===== config.mk =====
export PLATFORM = sky130hd
export DESIGN_NAME = imem_loader_flat
export DESIGN_NICKNAME = d
export VERILOG_FILES = /design/src/rtl/imem_loader_if.sv /design/src/rtl/imem_loader.sv /design/src/flat_wrapper.sv
export SDC_FILE = /design/constraint.sdc
export NUM_CORES = 1
export LEC_CHECK = 0
export BUFFER_PORTS_ARGS = -buffer_cell sky130_fd_sc_hd__clkbuf_2
export CAP_MARGIN = 20
export CORE_UTILIZATION = 35
export DETAILED_ROUTE_END_ITERATION = 10
export GPL_TIMING_DRIVEN = 0
export HOLD_SLACK_MARGIN = 0.12
export SLEW_MARGIN = 20
export SYNTH_ARGS = -nofsm -noshare
export SYNTH_HDL_FRONTEND = slang
export SYNTH_SLANG_ARGS = --single-unit

===== constraint.sdc =====
create_clock -name clk -period 2 [get_ports clk]
set_input_delay 0.3 -clock clk [delete_from_list [all_inputs] [get_ports clk]]
set_output_delay 0.3 -clock clk [all_outputs]
set_load 0.005 [all_outputs]

===== src/rtl/imem_loader_if.sv =====
// Byte-stream input and ROM write-port bundle for imem_loader.
// master: host side (drives bytes, observes ROM writes); slave: the loader itself.
interface imem_loader_if #(
    parameter int unsigned XLEN      = 32,
    parameter int unsigned ADDR_SIZE = 5
);
    logic                 in_valid;
    logic [7:0]           in_data;
    logic                 in_ready;
    logic                 wr_en;
    logic [ADDR_SIZE-1:0] wr_addr;
    logic [XLEN-1:0]      wr_data;
    logic                 cpu_rst;
    logic                 load_done;
    logic                 load_err;

    modport master (
        output in_valid, in_data,
        input  in_ready, wr_en, wr_addr, wr_data, cpu_rst, load_done, load_err
    );

    modport slave (
        input  in_valid, in_data,
        output in_ready, wr_en, wr_addr, wr_data, cpu_rst, load_done, load_err
    );
endinterface


===== src/rtl/imem_loader.sv =====
// Boot-time instruction ROM loader: length byte, then N little-endian words written from addr 0.
// Define IMEM_LOADER_CHECKSUM_EN to require a trailing XOR checksum byte before releasing the CPU.
module imem_loader #(
    parameter int unsigned XLEN      = 32,
    parameter int unsigned ADDR_SIZE = 5
) (
    input logic          clk,
    input logic          rst,
    imem_loader_if.slave bus
);
    localparam int unsigned DEPTH = 1 << ADDR_SIZE;

    typedef enum logic [2:0] {
        StIdle  = 3'd0,
        StWords = 3'd1,
        StDone  = 3'd2,
        StError = 3'd3
`ifdef IMEM_LOADER_CHECKSUM_EN
        ,
        StCsum  = 3'd4
`endif
    } state_e;

    state_e               state_q, state_d;
    logic [1:0]           byte_cnt_q, byte_cnt_d;
    logic [ADDR_SIZE-1:0] idx_q, idx_d;
    logic [ADDR_SIZE-1:0] last_idx_q, last_idx_d;
    logic [23:0]          part_q, part_d;
    logic                 wr_en_q, wr_en_d;
    logic [ADDR_SIZE-1:0] wr_addr_q, wr_addr_d;
    logic [XLEN-1:0]      wr_data_q, wr_data_d;
    logic                 done_q, done_d;
    logic [7:0]           csum_q, csum_d;
    logic                 in_ready;
    logic                 accept;

    // Gated by rst so the source sees no readiness while the loader is held in reset.
    always_comb begin
        in_ready = 1'b0;
        if (!rst) begin
            unique case (state_q)
                StIdle, StWords: in_ready = 1'b1;
`ifdef IMEM_LOADER_CHECKSUM_EN
                StCsum:          in_ready = 1'b1;
`endif
                default:         in_ready = 1'b0;
            endcase
        end
    end

    assign accept = bus.in_valid && in_ready;

    always_comb begin
        state_d    = state_q;
        byte_cnt_d = byte_cnt_q;
        idx_d      = idx_q;
        last_idx_d = last_idx_q;
        part_d     = part_q;
        wr_en_d    = 1'b0;
        wr_addr_d  = wr_addr_q;
        wr_data_d  = wr_data_q;
        csum_d     = csum_q;
        done_d     = done_q;

        unique case (state_q)
            StIdle: begin
                if (accept) begin
                    if (bus.in_data == 8'd0 || {24'd0, bus.in_data} > DEPTH) begin
                        state_d = StError;
                    end else begin
                        state_d    = StWords;
                        idx_d      = '0;
                        byte_cnt_d = 2'd0;
                        last_idx_d = ADDR_SIZE'(bus.in_data - 8'd1);
                        csum_d     = 8'd0;
                    end
                end
            end
            StWords: begin
                if (accept) begin
                    csum_d     = csum_q ^ bus.in_data;
                    byte_cnt_d = byte_cnt_q + 2'd1;
                    unique case (byte_cnt_q)
                        2'd0: part_d[7:0]   = bus.in_data;
                        2'd1: part_d[15:8]  = bus.in_data;
                        2'd2: part_d[23:16] = bus.in_data;
                        default: begin
                            wr_en_d   = 1'b1;
                            wr_addr_d = idx_q;
                            wr_data_d = XLEN'({bus.in_data, part_q});
                            // Stop at the last word rather than letting the index wrap.
                            if (idx_q == last_idx_q) begin
`ifdef IMEM_LOADER_CHECKSUM_EN
                                state_d = StCsum;
`else
                                state_d = StDone;
`endif
                            end else begin
                                idx_d = idx_q + 1'b1;
                            end
                        end
                    endcase
                end
            end
`ifdef IMEM_LOADER_CHECKSUM_EN
            StCsum: begin
                if (accept) begin
                    if (bus.in_data == csum_q) begin
                        state_d = StDone;
                        done_d  = 1'b1;
                    end else begin
                        state_d = StError;
                    end
                end
            end
`endif
            default: ;
        endcase

`ifndef IMEM_LOADER_CHECKSUM_EN
        // Release one cycle after DONE so the final ROM write commits first.
        if (state_q == StDone) done_d = 1'b1;
`endif
    end

    always_ff @(posedge clk) begin
        if (rst) begin
            state_q    <= StIdle;
            byte_cnt_q <= 2'd0;
            idx_q      <= '0;
            last_idx_q <= '0;
            part_q     <= '0;
            wr_en_q    <= 1'b0;
            wr_addr_q  <= '0;
            wr_data_q  <= '0;
            csum_q     <= 8'd0;
            done_q     <= 1'b0;
        end else begin
            state_q    <= state_d;
            byte_cnt_q <= byte_cnt_d;
            idx_q      <= idx_d;
            last_idx_q <= last_idx_d;
            part_q     <= part_d;
            wr_en_q    <= wr_en_d;
            wr_addr_q  <= wr_addr_d;
            wr_data_q  <= wr_data_d;
            csum_q     <= csum_d;
            done_q     <= done_d;
        end
    end

    assign bus.in_ready  = in_ready;
    assign bus.wr_en     = wr_en_q;
    assign bus.wr_addr   = wr_addr_q;
    assign bus.wr_data   = wr_data_q;
    assign bus.cpu_rst   = !done_q;
    assign bus.load_done = done_q;
    assign bus.load_err  = (state_q == StError);
endmodule


===== src/flat_wrapper.sv =====
// flat-port wrapper written by rule: the top's interface ports become plain ports
module imem_loader_flat 
#(
    parameter int unsigned XLEN      = 32,
    parameter int unsigned ADDR_SIZE = 5
)
  (clk, rst, bus_in_valid, bus_in_data, bus_in_ready, bus_wr_en, bus_wr_addr, bus_wr_data, bus_cpu_rst, bus_load_done, bus_load_err);
  imem_loader_if #(.XLEN(XLEN), .ADDR_SIZE(ADDR_SIZE)) bus_i ();
  input logic clk;
  input logic rst;
  input wire logic [$bits(bus_i.in_valid)-1:0] bus_in_valid;
  input wire logic [$bits(bus_i.in_data)-1:0] bus_in_data;
  output wire logic [$bits(bus_i.in_ready)-1:0] bus_in_ready;
  output wire logic [$bits(bus_i.wr_en)-1:0] bus_wr_en;
  output wire logic [$bits(bus_i.wr_addr)-1:0] bus_wr_addr;
  output wire logic [$bits(bus_i.wr_data)-1:0] bus_wr_data;
  output wire logic [$bits(bus_i.cpu_rst)-1:0] bus_cpu_rst;
  output wire logic [$bits(bus_i.load_done)-1:0] bus_load_done;
  output wire logic [$bits(bus_i.load_err)-1:0] bus_load_err;
  assign bus_i.in_valid = bus_in_valid;
  assign bus_i.in_data = bus_in_data;
  assign bus_in_ready = bus_i.in_ready;
  assign bus_wr_en = bus_i.wr_en;
  assign bus_wr_addr = bus_i.wr_addr;
  assign bus_wr_data = bus_i.wr_data;
  assign bus_cpu_rst = bus_i.cpu_rst;
  assign bus_load_done = bus_i.load_done;
  assign bus_load_err = bus_i.load_err;
  imem_loader #(.XLEN(XLEN), .ADDR_SIZE(ADDR_SIZE)) u_core (.clk(clk), .rst(rst), .bus(bus_i));
endmodule

# After elaboration in Yosys (flattened, before gate mapping)
# Cells that the tools add are included.
totals:
  out_inout_bits: 42
  ff_bits: 78
  inputBits: 11
  wordCells: 68
classes:
  reduce_logical: 18
  order_cmp: 1
  add_sub_neg: 3
  n_bitwise: 4
  mux: 19
  eq_ne: 12
ops:
  columns: ["operator", "count"]
  rows:
  - ["5-bit 2-to-1 mux", 5]
  - ["3-bit AND reduction", 5]
  - ["3-bit 2-to-1 mux", 4]
  - ["5-bit case mux with 2 select lines", 1]
  - ["8-bit by 6-bit > comparator with 1-bit output (second input constant)", 1]
  - ["8-bit logical NOT", 1]
  - ["2-bit 2-to-1 mux", 4]
  - ["3-bit by 2-bit equality test with 1-bit output (second input constant)", 2]
  - ["2-bit by 1-bit != test with 1-bit output (second input constant)", 3]
  - ["2-bit != test (second input constant)", 3]
  - ["3-bit case mux with 2 select lines", 1]
  - ["6-bit AND reduction", 1]
  - ["3-bit OR reduction", 2]
  - ["5-bit by 1-bit adder with 5-bit output (second input constant)", 1]
  - ["5-bit equality test", 1]
  - ["5-bit AND reduction", 1]
  - ["5-bit by 1-bit subtractor with 5-bit output (second input constant)", 1]
  - ["1-bit NOT", 4]
  - ["2-bit case mux with 2 select lines", 1]
  - ["4-bit AND reduction", 1]
  - ["3-bit by 1-bit equality test with 1-bit output (second input constant)", 1]
  - ["3-bit logical NOT", 1]
  - ["1-bit 2-to-1 mux", 3]
  - ["2-bit by 1-bit adder with 2-bit output (second input constant)", 1]
  - ["8 further kinds", 8]

# Depth between registers and ports, before layout
# Gate-level depths: netlist of run 1.
depth:
  word_depth: 7
  ltp_mapped: 9
  mapped_depth_nobuf: 7

# Worst setup path after synthesis of run 1
# OpenSTA, ideal clock, no wires.
synth_path:
  path_type: "input to register"
  startpoint: "input port bus_in_data[0]"
  endpoint: "register u_core.idx_q[1]"
  setup_ps: 101
  required_time_ps: 1899
  n_path_buf: 1
  slack_ps: 416
  cell_stages: 7
  arrival_ps: 1483
  cell_sequence: "inv_1 ha_1 nor4b_4 mux2i_1 nor3_4 buf_6 o41ai_1"
synth_via:
  elab_chain_len: 4
  word_cells_on_any_way: 5
  cone_classes: "order compare (1); eq/ne (1); reduce/logical (3)"
synth_rtl:
  columns: ["element", "line_no", "source"]
  rows:
  - ["start, declared", "flat_wrapper.sv:12", "input wire logic [$bits(bus_i.in_data)-1:0] bus_in_data;"]
  - ["8-bit by 6-bit > comparator with 1-bit output / 8-bit logical NOT (equally long branches)", "imem_loader.sv:68", "if (bus.in_data == 8'd0 || {24'd0, bus.in_data} > DEPTH) begin"]
  - ["1-bit logical OR (*)", "imem_loader.sv:68", null]
  - ["2-bit != test (no line) (*)", null, null]
  - ["6-bit AND reduction (no line) (*)", null, null]
  - ["end signal, assigned", "imem_loader.sv:141", "idx_q <= idx_d;"]
  - ["end, declared", "imem_loader.sv:26", "logic [ADDR_SIZE-1:0] idx_q, idx_d;"]
# Mark *: on every way between the ends. The rest lies on a longest branch, timed or not.
# A chain may end at the register's enable or synchronous reset.

# Final worst setup path of run 1
layout_path:
  startpoint: "register u_core.idx_q[2]"
  endpoint: "register u_core.idx_q[2]"
layout_via:
  elab_chain_len: 5
  word_cells_on_any_way: 8
  cone_classes: "add/sub (1); eq/ne (2); mux (4); reduce/logical (1)"
layout_rtl:
  columns: ["element", "line_no", "source"]
  rows:
  - ["5-bit by 1-bit adder with 5-bit output", "imem_loader.sv:99", "idx_d = idx_q + 1'b1;"]
  - ["5-bit 2-to-1 mux", "imem_loader.sv:92", "if (idx_q == last_idx_q) begin"]
  - ["5-bit 2-to-1 mux", "imem_loader.sv:83", "unique case (byte_cnt_q)"]
  - ["5-bit 2-to-1 mux", "imem_loader.sv:80", "if (accept) begin"]
  - ["5-bit case mux with 2 select lines", "imem_loader.sv:65", "unique case (state_q)"]
# Several ways; a longest one is shown, not always the timed one. The select of a mux whose other input is x is not followed.

==> results of run 1 <==
-- state kept, by name, indices dropped and copies added (netlist names) --
register / cells
u_core.idx_q: 5
u_core.bus.load_done: 1
u_core.bus.wr_data: 32
u_core.part_q: 24
u_core.state_q: 2
u_core.byte_cnt_q: 2
u_core.bus.wr_en: 1
u_core.last_idx_q: 5
u_core.bus.wr_addr: 5
-- power groups by stage --
stage / combinational [mW] / sequential [mW] / clock, mW
after floorplan: 0.105 / 1.59 / 0
after detailed placement: 0.165 / 1.59 / 0
final: 0.163 / 1.56 / 1.22
after global routing: 0.181 / 1.56 / 1.31
after global placement: 0.162 / 1.59 / 0
after CTS: 0.165 / 1.56 / 1.24
-- metal layers --
metal	track usage [%]	up-vias
li1	-	1392
met1	22.3	1250
met2	26.3	55
met3	2.97	5
met4	7.72	0
met5	0	-
-- cell families after synthesis --
group	after synthesis	synth area share (%)
compound gates	79	14.5
xor+xnor	8	2.24
fa+ha+maj	7	2.80
buf+inv	37	6.12
flops	77	49.3
mux	2	0.641
simple gates	169	24.3
-- worst paths after layout --
| kind | from | end | cells past startpoint |
|---|---|---|---|
| setup / recovery | u_core.idx_q[2] | u_core.idx_q[2] | 6 |
| hold / removal | bus_in_data[2] | u_core.bus.wr_data[26] | 3 |
| setup reg to reg | u_core.idx_q[2] | u_core.idx_q[2] | 6 |
| hold reg to reg | u_core.bus.wr_data[2] | u_core.bus.wr_data[2] | 2 |
-- cells in the final DEF (no fill, tap or decap), types with 2 or more instances in the layout --
cell and count:
a211oi_2 4, a21oi_1 65, a221o_1 2, and3_1 3
buf_2 6, buf_4 8, buf_6 2, clkbuf_1 12
clkbuf_2 49, clkbuf_8 9, clkinvlp_4 3, dfxtp_1 77
ha_1 7, inv_1 8, inv_6 2, mux2i_1 2
nand2_1 105, nand3_1 28, nand4_1 2, nor2_1 14
nor2b_1 4, nor3_1 4, o21ai_0 2, o41ai_1 2
xnor2_1 2, xor2_1 6
-- worst max-delay path: stages, from the launching register on --
cell and delay [ns]:
dfxtp_1 0.30, buf_2 0.16, xor2_1 0.16, nor3_1 0.34
a31oi_1 0.24, and3_1 0.23, a211o_1 0.25
-- Yosys cell counts --
master      n
inv_2       1
a211o_1     1
clkbuf_1   12
nand2_1   105
dfxtp_1    77
nor3_2      1
o31a_1      1
nand4_1     2
and2_1      1
nor3_4      1
xor2_1      6
nor4b_4     1
a221o_1     2
nand3_1    28
buf_4       8
ha_1        7
a211oi_1    1
a211oi_2    4
mux2i_1     2
o21ai_0     2
nor3_1      4
buf_6       2
nor2_1     14
buf_2       6
and3_1      3
a21oi_1    65
nand2b_1    1
nor2b_1     4
nand2_2     1
o41ai_1     2
inv_1       8
xnor2_1     2
nor3b_1     1
a31oi_1     1
and4_1      1
and4bb_2    1
-- cell type report --
class / instances / area [um^2]
Buffer: 28 / 158
Clock buffer: 9 / 124
Clock inverter: 7 / 81.3
Fill cell: 914 / 4970
Inverter: 9 / 33.8
Multi-Input combinational cell: 265 / 1390
Sequential cell: 77 / 1540
Tap cell: 108 / 135
Timing Repair Buffer: 49 / 245
==> flow_summary.json, run 1 <==
{
  "power_switching_mw": 0.748,
  "slew_headroom_pct": 57.7,
  "clock.fmax_mhz": 559,
  "powerDensity_nw_per_um2": 792,
  "clock_path_buffers": 2,
  "yosysWarningCount": 0,
  "critical_path.max_fanout": 7,
  "routed_via_density": 4.89,
  "critPathRequiredTime_ns": 2.25,
  "core_area_um2": 8680,
  "yosysTopAreaCell": "dfxtp_1",
  "fin_setup_tns_ns": 0,
  "dpl_worst_slack_ns": 0.0177,
  "finalHoldViolCount": 0,
  "first_pass_iters": 4,
  "pwr-share-clk_pct": 41.4,
  "fin_skew_ns": 0.00621,
  "cts_tree": "yes",
  "synth_seq_cells": 77,
  "syn_to_final_growth_pct": 18.7,
  "drv_cap": 0,
  "rrSetupSlack_ns": 0.21,
  "ir_drop_mv": 0.349,
  "clkLatencyLatePin_ns": 0.36,
  "place_area_um2": 3510,
  "total_power_mw": 2.94,
  "grt_pass1_wl_um": 11700,
  "clockRootBuffer": "clkbuf_8",
  "ys_seq_area_share_pct": 49.3,
  "switching_share_pct": 25.5,
  "status": "finished, final reports clean",
  "rsz0062_at_grt": "false",
  "dp.cells": 536,
  "seqPwrFrac_pct": 53.0,
  "gp_congestion": 0.847,
  "highest_layer": "met4",
  "grt_pass1_vias": 2381,
  "cts_made_buffers": 9,
  "io_buffer_count": 49,
  "syn_area_per_cell_um2": 8.25,
  "die_w_um": 96.5,
  "num_rows": 34,
  "synth_fp_nets": 397,
  "detail-route-antenna-nets": 0,
  "fin_crit_sh_pct": 89.4,
  "hold_buffers": 0,
  "dp_hpwl_um": 5320,
  "critPathKind": "reg -> reg",
  "worst_pin_slew_ns": 0.634,
  "cts_setup_buffers": 0,
  "boundaryPins": 53,
  "wl_met2_um": 3470,
  "synth_top_cells_by_area": "dfxtp_1 (49%), nand2_1 (13%), a21oi_1 (10%)",
  "cts_sinks": 77,
  "period_needed_ns": 1.79,
  "synth_top_area_share_pct": 49.3,
  "dr_wl_met3_um": 313,
  "vias": 2702,
  "start_util_pct": 36.0,
  "setup_viol": 0,
  "whs_ns": 0.236,
  "syn_area_um2": 3130,
  "grt_overflow": 0,
  "htree_levels": 3,
  "antenna_found_initial": 0,
  "grt_usage_pct": 16.8,
  "ctsResizeCount": 0,
  "dieArea_um2": 9310,
  "drt_iter0_markers": 115,
  "diodes": 0,
  "cp-end-kind": "flip-flop",
  "drive_above_1_share_pct": 20.5,
  "final_nets": 457,
  "hold_path.class": "in -> reg",
  "fin_util_pct": 42.8,
  "worst_slack_ns": 0.213,
  "drt_wl_total_um": 7370,
  "synth_cell_type_count": 36,
  "grt_max_degree": 16,
  "leakagePower_nw": 1.41,
  "fin_cells": 552,
  "dieHeight_um": 96.5,
  "netlist_instances": 379,
  "p_int_mw": 2.19,
  "drv_slew": 0,
  "cts.clk_slew.worst_paths_ns": 0.08,
  "met1Wirelength_um": 3520,
  "finish.instance_area_um2": 3710,
  "combPwrFrac_pct": 5.5,
  "post_drt_wl_per_cell_um": 13.4,
  "worstSetupStartpointType": "flip-flop",
  "cp.arrival_ns": 2.04,
  "drc": 0
}
Power figures use the tool's default switching activity.
==> run 2: changes to the inputs <==
==> constraint.sdc (replaced) <==
create_clock -name clk -period 1.7 [get_ports clk]
set_input_delay 0.255 -clock clk [delete_from_list [all_inputs] [get_ports clk]]
set_output_delay 0.255 -clock clk [all_outputs]
set_load 0.005 [all_outputs]
==> flow_summary.json, run 2 (synthesis results as in run 1) <==
{
  "status": "finished, final reports clean",
  "gp_congestion": 0.847,
  "syn_to_final_growth_pct": 20.0,
  "setup_viol": 0,
  "rsz0062_at_grt": "true",
  "leakagePower_nw": 1.43,
  "cts.clk_slew.worst_paths_ns": 0.09,
  "clockRootBuffer": "clkbuf_8",
  "drive_above_1_share_pct": 22.5,
  "dieHeight_um": 96.5,
  "grt_usage_pct": 16.8,
  "slew_headroom_pct": 58.4,
  "core_area_um2": 8680,
  "fin_crit_sh_pct": 97.5,
  "seq_area_um2": 1550,
  "cts_tree": "yes",
  "critPathRequiredTime_ns": 1.96,
  "largest_register_ffs": 32,
  "io_buffer_count": 49,
  "whs_ns": 0.179,
  "vias": 2729,
  "dpl_worst_slack_ns": -0.237,
  "fin_setup_tns_ns": 0,
  "first_pass_iters": 6,
  "grt_pass1_vias": 2378,
  "boundaryPins": 53,
  "multi_input_area_um2": 1420,
  "total_power_mw": 3.48,
  "clkLatencyLatePin_ns": 0.37,
  "htree_levels": 3,
  "cts_made_buffers": 9,
  "layout_common_cells": "nand2_1 (105), dfxtp_1 (75), a21oi_1 (63), clkbuf_2 (51), nand3_1 (28)",
  "worstSetupStartpointType": "flip-flop",
  "grt_max_degree": 16,
  "worst_slack_ns": 0.0433,
  "final_common_cell": "nand2_1",
  "drt_iter0_markers": 102,
  "drt_wl_total_um": 7450,
  "cp.arrival_ns": 1.92,
  "antenna_found_initial": 0,
  "fin_skew_ns": 0.00875,
  "fin_util_pct": 43.2,
  "hold_path.class": "in -> reg",
  "drv_cap": 0,
  "ir_drop_mv": 0.414,
  "critPathKind": "reg -> reg",
  "dp_hpwl_um": 5320,
  "post_drt_wl_per_cell_um": 13.5,
  "worst_pin_slew_ns": 0.623,
  "drc": 0,
  "critical_path.max_fanout": 6,
  "dieArea_um2": 9310,
  "diodes": 0,
  "clock.fmax_mhz": 604,
  "hold_buffers": 0,
  "powerDensity_nw_per_um2": 929,
  "drv_slew": 0,
  "detail-route-antenna-nets": 0,
  "grt_pass1_wl_um": 11800,
  "cts_sinks": 77,
  "num_rows": 34,
  "finalHoldViolCount": 0,
  "clock_path_buffers": 2,
  "period_needed_ns": 1.66,
  "routed_via_density": 4.94,
  "start_util_pct": 36.0,
  "final_nets": 457,
  "die_w_um": 96.5,
  "fillCellCount": 917,
  "cp-end-kind": "flip-flop",
  "grt_overflow": 0
}
## run 2: cell counts in the layout (fill, tap and decap cells not counted)
No cell type changed its count.
## run 2: area by class of cell
class / count / area share, %
plain buffers: 28 / 4.54
clock buffers: 9 / 3.30
clock inverters: 7 / 2.17
inverters: 9 / 0.901
multi-input cells: 265 / 37.7
flip-flops and latches: 77 / 41.2
well taps: 108 / 3.60
repair buffers: 49 / 6.54
## run 2: final timing paths
path | cells past startpoint | slack (ns) | to | startpoint
max | 5 | 0.04 | u_core.idx_q[2] | u_core.idx_q[3]
min | 3 | 0.18 | u_core.bus.wr_data[26] | bus_in_data[2]
max reg2reg | 5 | 0.04 | u_core.idx_q[2] | u_core.idx_q[3]
min reg2reg | 2 | 0.45 | u_core.bus.wr_data[20] | u_core.part_q[20]
## run 2: critical path: stages, from the launching register on
cell and delay, ns:
dfxtp_1 0.38, xor2_1 0.19, nor3_2 0.33, a31oi_2 0.19, and3_1 0.21, a211o_1 0.25
## run 2: power breakdown
part / leakage (nW) / switching (mW) / internal [mW] / total [mW]
Sequential: 0.622 / 0.0154 / 1.82 / 1.83
Clock: 0.0944 / 0.756 / 0.698 / 1.45
Combinational: 0.711 / 0.134 / 0.0624 / 0.196
Total: 1.43 / 0.905 / 2.58 / 3.48
## run 2: metrics by stage
step	area, um^2	instances
global placement	3510	536
finish	3750	552
floorplan	3130	379
CTS	3720	552
global route	3750	552
detailed placement	3510	536
## run 2: metal layers
metal / wire length [um] / GRT usage, % / vias to the layer above
met4: 122 / 7.72 / 0
met5: 0 / 0 / -
met2: 3510 / 26.3 / 60
met3: 323 / 2.97 / 8
li1: - / - / 1387
met1: 3490 / 22.5 / 1274
## run 2: repair_timing
item / CTS / global route
gates resized for setup: 4 / 10
pin swaps: 0 / 1
setup endpoints to repair: 20 / 21
buffers inserted: 0 / 0
==> run 3: changes to the inputs <==
==> constraint.sdc (replaced) <==
create_clock -name clk -period 1.7 [get_ports clk]
set_input_delay 0.34 -clock clk [delete_from_list [all_inputs] [get_ports clk]]
set_output_delay 0.34 -clock clk [all_outputs]
set_load 0.005 [all_outputs]
==> flow_summary.json, run 3 (synthesis results as in run 1) <==
{
  "cpMaxStageDelayCell": "dfxtp_1",
  "p_int_mw": 2.58,
  "pwr-share-clk_pct": 41.5,
  "dieHeight_um": 96.5,
  "drt_wl_total_um": 7410,
  "boundaryPins": 53,
  "critPathRequiredTime_ns": 1.95,
  "switching_share_pct": 25.8,
  "final_nets": 457,
  "grt_use_met1_pct": 22.5,
  "layout_common_cells": "nand2_1 (105), dfxtp_1 (75), a21oi_1 (63), clkbuf_2 (52), nand3_1 (28)",
  "largest_register_ffs": 32,
  "path_delay_family": "simple AND/OR/NAND/NOR gates",
  "dieArea_um2": 9310,
  "drive_above_1_share_pct": 23.2,
  "cts.clk_slew.worst_paths_ns": 0.08,
  "critPathKind": "reg -> reg",
  "start_util_pct": 36.0,
  "whs_ns": 0.274,
  "htree_levels": 3,
  "die_w_um": 96.5,
  "worst_pin_slew_ns": 0.627,
  "final_common_cell": "nand2_1",
  "busiest_layer": "met2",
  "clkLatencyLatePin_ns": 0.36,
  "drv_cap": 0,
  "fin_setup_tns_ns": 0,
  "leakagePower_nw": 1.44,
  "gp_congestion": 0.847,
  "worstSetupStartpointType": "flip-flop",
  "hold_path.class": "in -> reg",
  "vias": 2718,
  "critical_path.max_fanout": 6,
  "seqPwrFrac_pct": 52.8,
  "num_rows": 34,
  "first_pass_iters": 4,
  "grt_max_degree": 16,
  "drc": 0,
  "finalHoldViolCount": 0,
  "cts_setup_buffers": 0,
  "grt_overflow": 0,
  "antenna_found_initial": 0,
  "post_drt_wl_per_cell_um": 13.4,
  "clock.fmax_mhz": 601,
  "slew_headroom_pct": 58.2,
  "clock_path_buffers": 2,
  "dp_hpwl_um": 5320,
  "cts_made_buffers": 9,
  "routed_via_density": 4.92,
  "cp.buffers_inverters": 0,
  "power_switching_mw": 0.895,
  "detail-route-antenna-nets": 0,
  "grt_pass1_vias": 2378,
  "fin_crit_sh_pct": 97.8,
  "met2_usage_pct": 26.3,
  "rsz0062_at_grt": "true",
  "cp-end-kind": "flip-flop",
  "core_area_um2": 8680,
  "cts_tree": "yes",
  "ir_drop_mv": 0.413,
  "combPwrFrac_pct": 5.7,
  "clockRootBuffer": "clkbuf_8",
  "powerDensity_nw_per_um2": 924,
  "slowest_delay_ns": 0.38,
  "status": "finished, final reports clean",
  "grt_use_met3_pct": 2.97,
  "cp.arrival_ns": 1.92,
  "drv_slew": 0,
  "grt_pass1_wl_um": 11800,
  "fin_skew_ns": 0.00918,
  "grt_usage_pct": 16.8,
  "io_buffer_count": 49,
  "setup_viol": 0,
  "syn_to_final_growth_pct": 20.3,
  "period_needed_ns": 1.66,
  "cts_sinks": 77,
  "diodes": 0,
  "drt_iter0_markers": 108,
  "fin_util_pct": 43.3,
  "cp_cell_sequence": "xor2_1 > nor3_2 > a31oi_2 > and3_1 > a211o_1"
}
==> run 3: worst paths after layout <==
check,startpoint,end,slack [ns],cells after the start
setup / recovery,u_core.idx_q[3],u_core.idx_q[2],0.04,5
hold / removal,bus_in_data[2],u_core.bus.wr_data[26],0.27,3
setup reg to reg,u_core.idx_q[3],u_core.idx_q[2],0.04,5
hold reg to reg,u_core.bus.wr_data[2],u_core.bus.wr_data[2],0.46,2
==> run 3: worst min-delay path, delay by kind of cell <==
| family | cells | cell delay, ns |
|---|---|---|
| and+or+nand+nor | 1 | 0.06 |
| buffers and inverters | 1 | 0.12 |
| AOI/OAI and AO/OA | 1 | 0.05 |
==> run 3: what timing repair did <==
action                     in CTS  in global routing
hold buffers                    0                  0
setup endpoints to repair      21                 24
gates resized for setup         6                 10
pin swaps                       0                  1
==> run 3: power by group through the flow <==
stage	clock network (mW)	registers, mW	logic (mW)
3_5_place_dp	0	1.88	0.194
6_report	1.44	1.83	0.198
3_3_place_gp	0	1.88	0.191
5_1_grt	1.54	1.84	0.218
2_1_floorplan	0	1.87	0.124
4_1_cts	1.46	1.83	0.196
==> run 3: per-layer routing <==
layer	vias up	part of all wire, %
li1	1391	-
met1	1261	47
met2	57	47
met3	9	4.2
met4	0	1.9
met5	-	0
==> run 3: per-stage QoR <==
stage                     cell area [um^2]  std cells  setup WS (ns)  total power, mW
final                                 3760        552         0.0367             3.47
after global routing                  3760        552        -0.0373             3.60
after CTS                             3720        552         0.0144             3.49
after detailed placement              3510        536         -0.322             2.07
after global placement                3510        536         -0.281             2.07
after floorplan                       3130        379         0.0761             2.00
==> run 3: area by class of cell <==
type / instances / area [um^2]
flip-flops and latches: 77 / 1550
clock inverters: 7 / 81.3
repair buffers: 49 / 245
clock buffers: 9 / 124
well taps: 108 / 135
fillers: 918 / 4920
plain buffers: 28 / 171
inverters: 9 / 33.8
multi-input cells: 265 / 1420
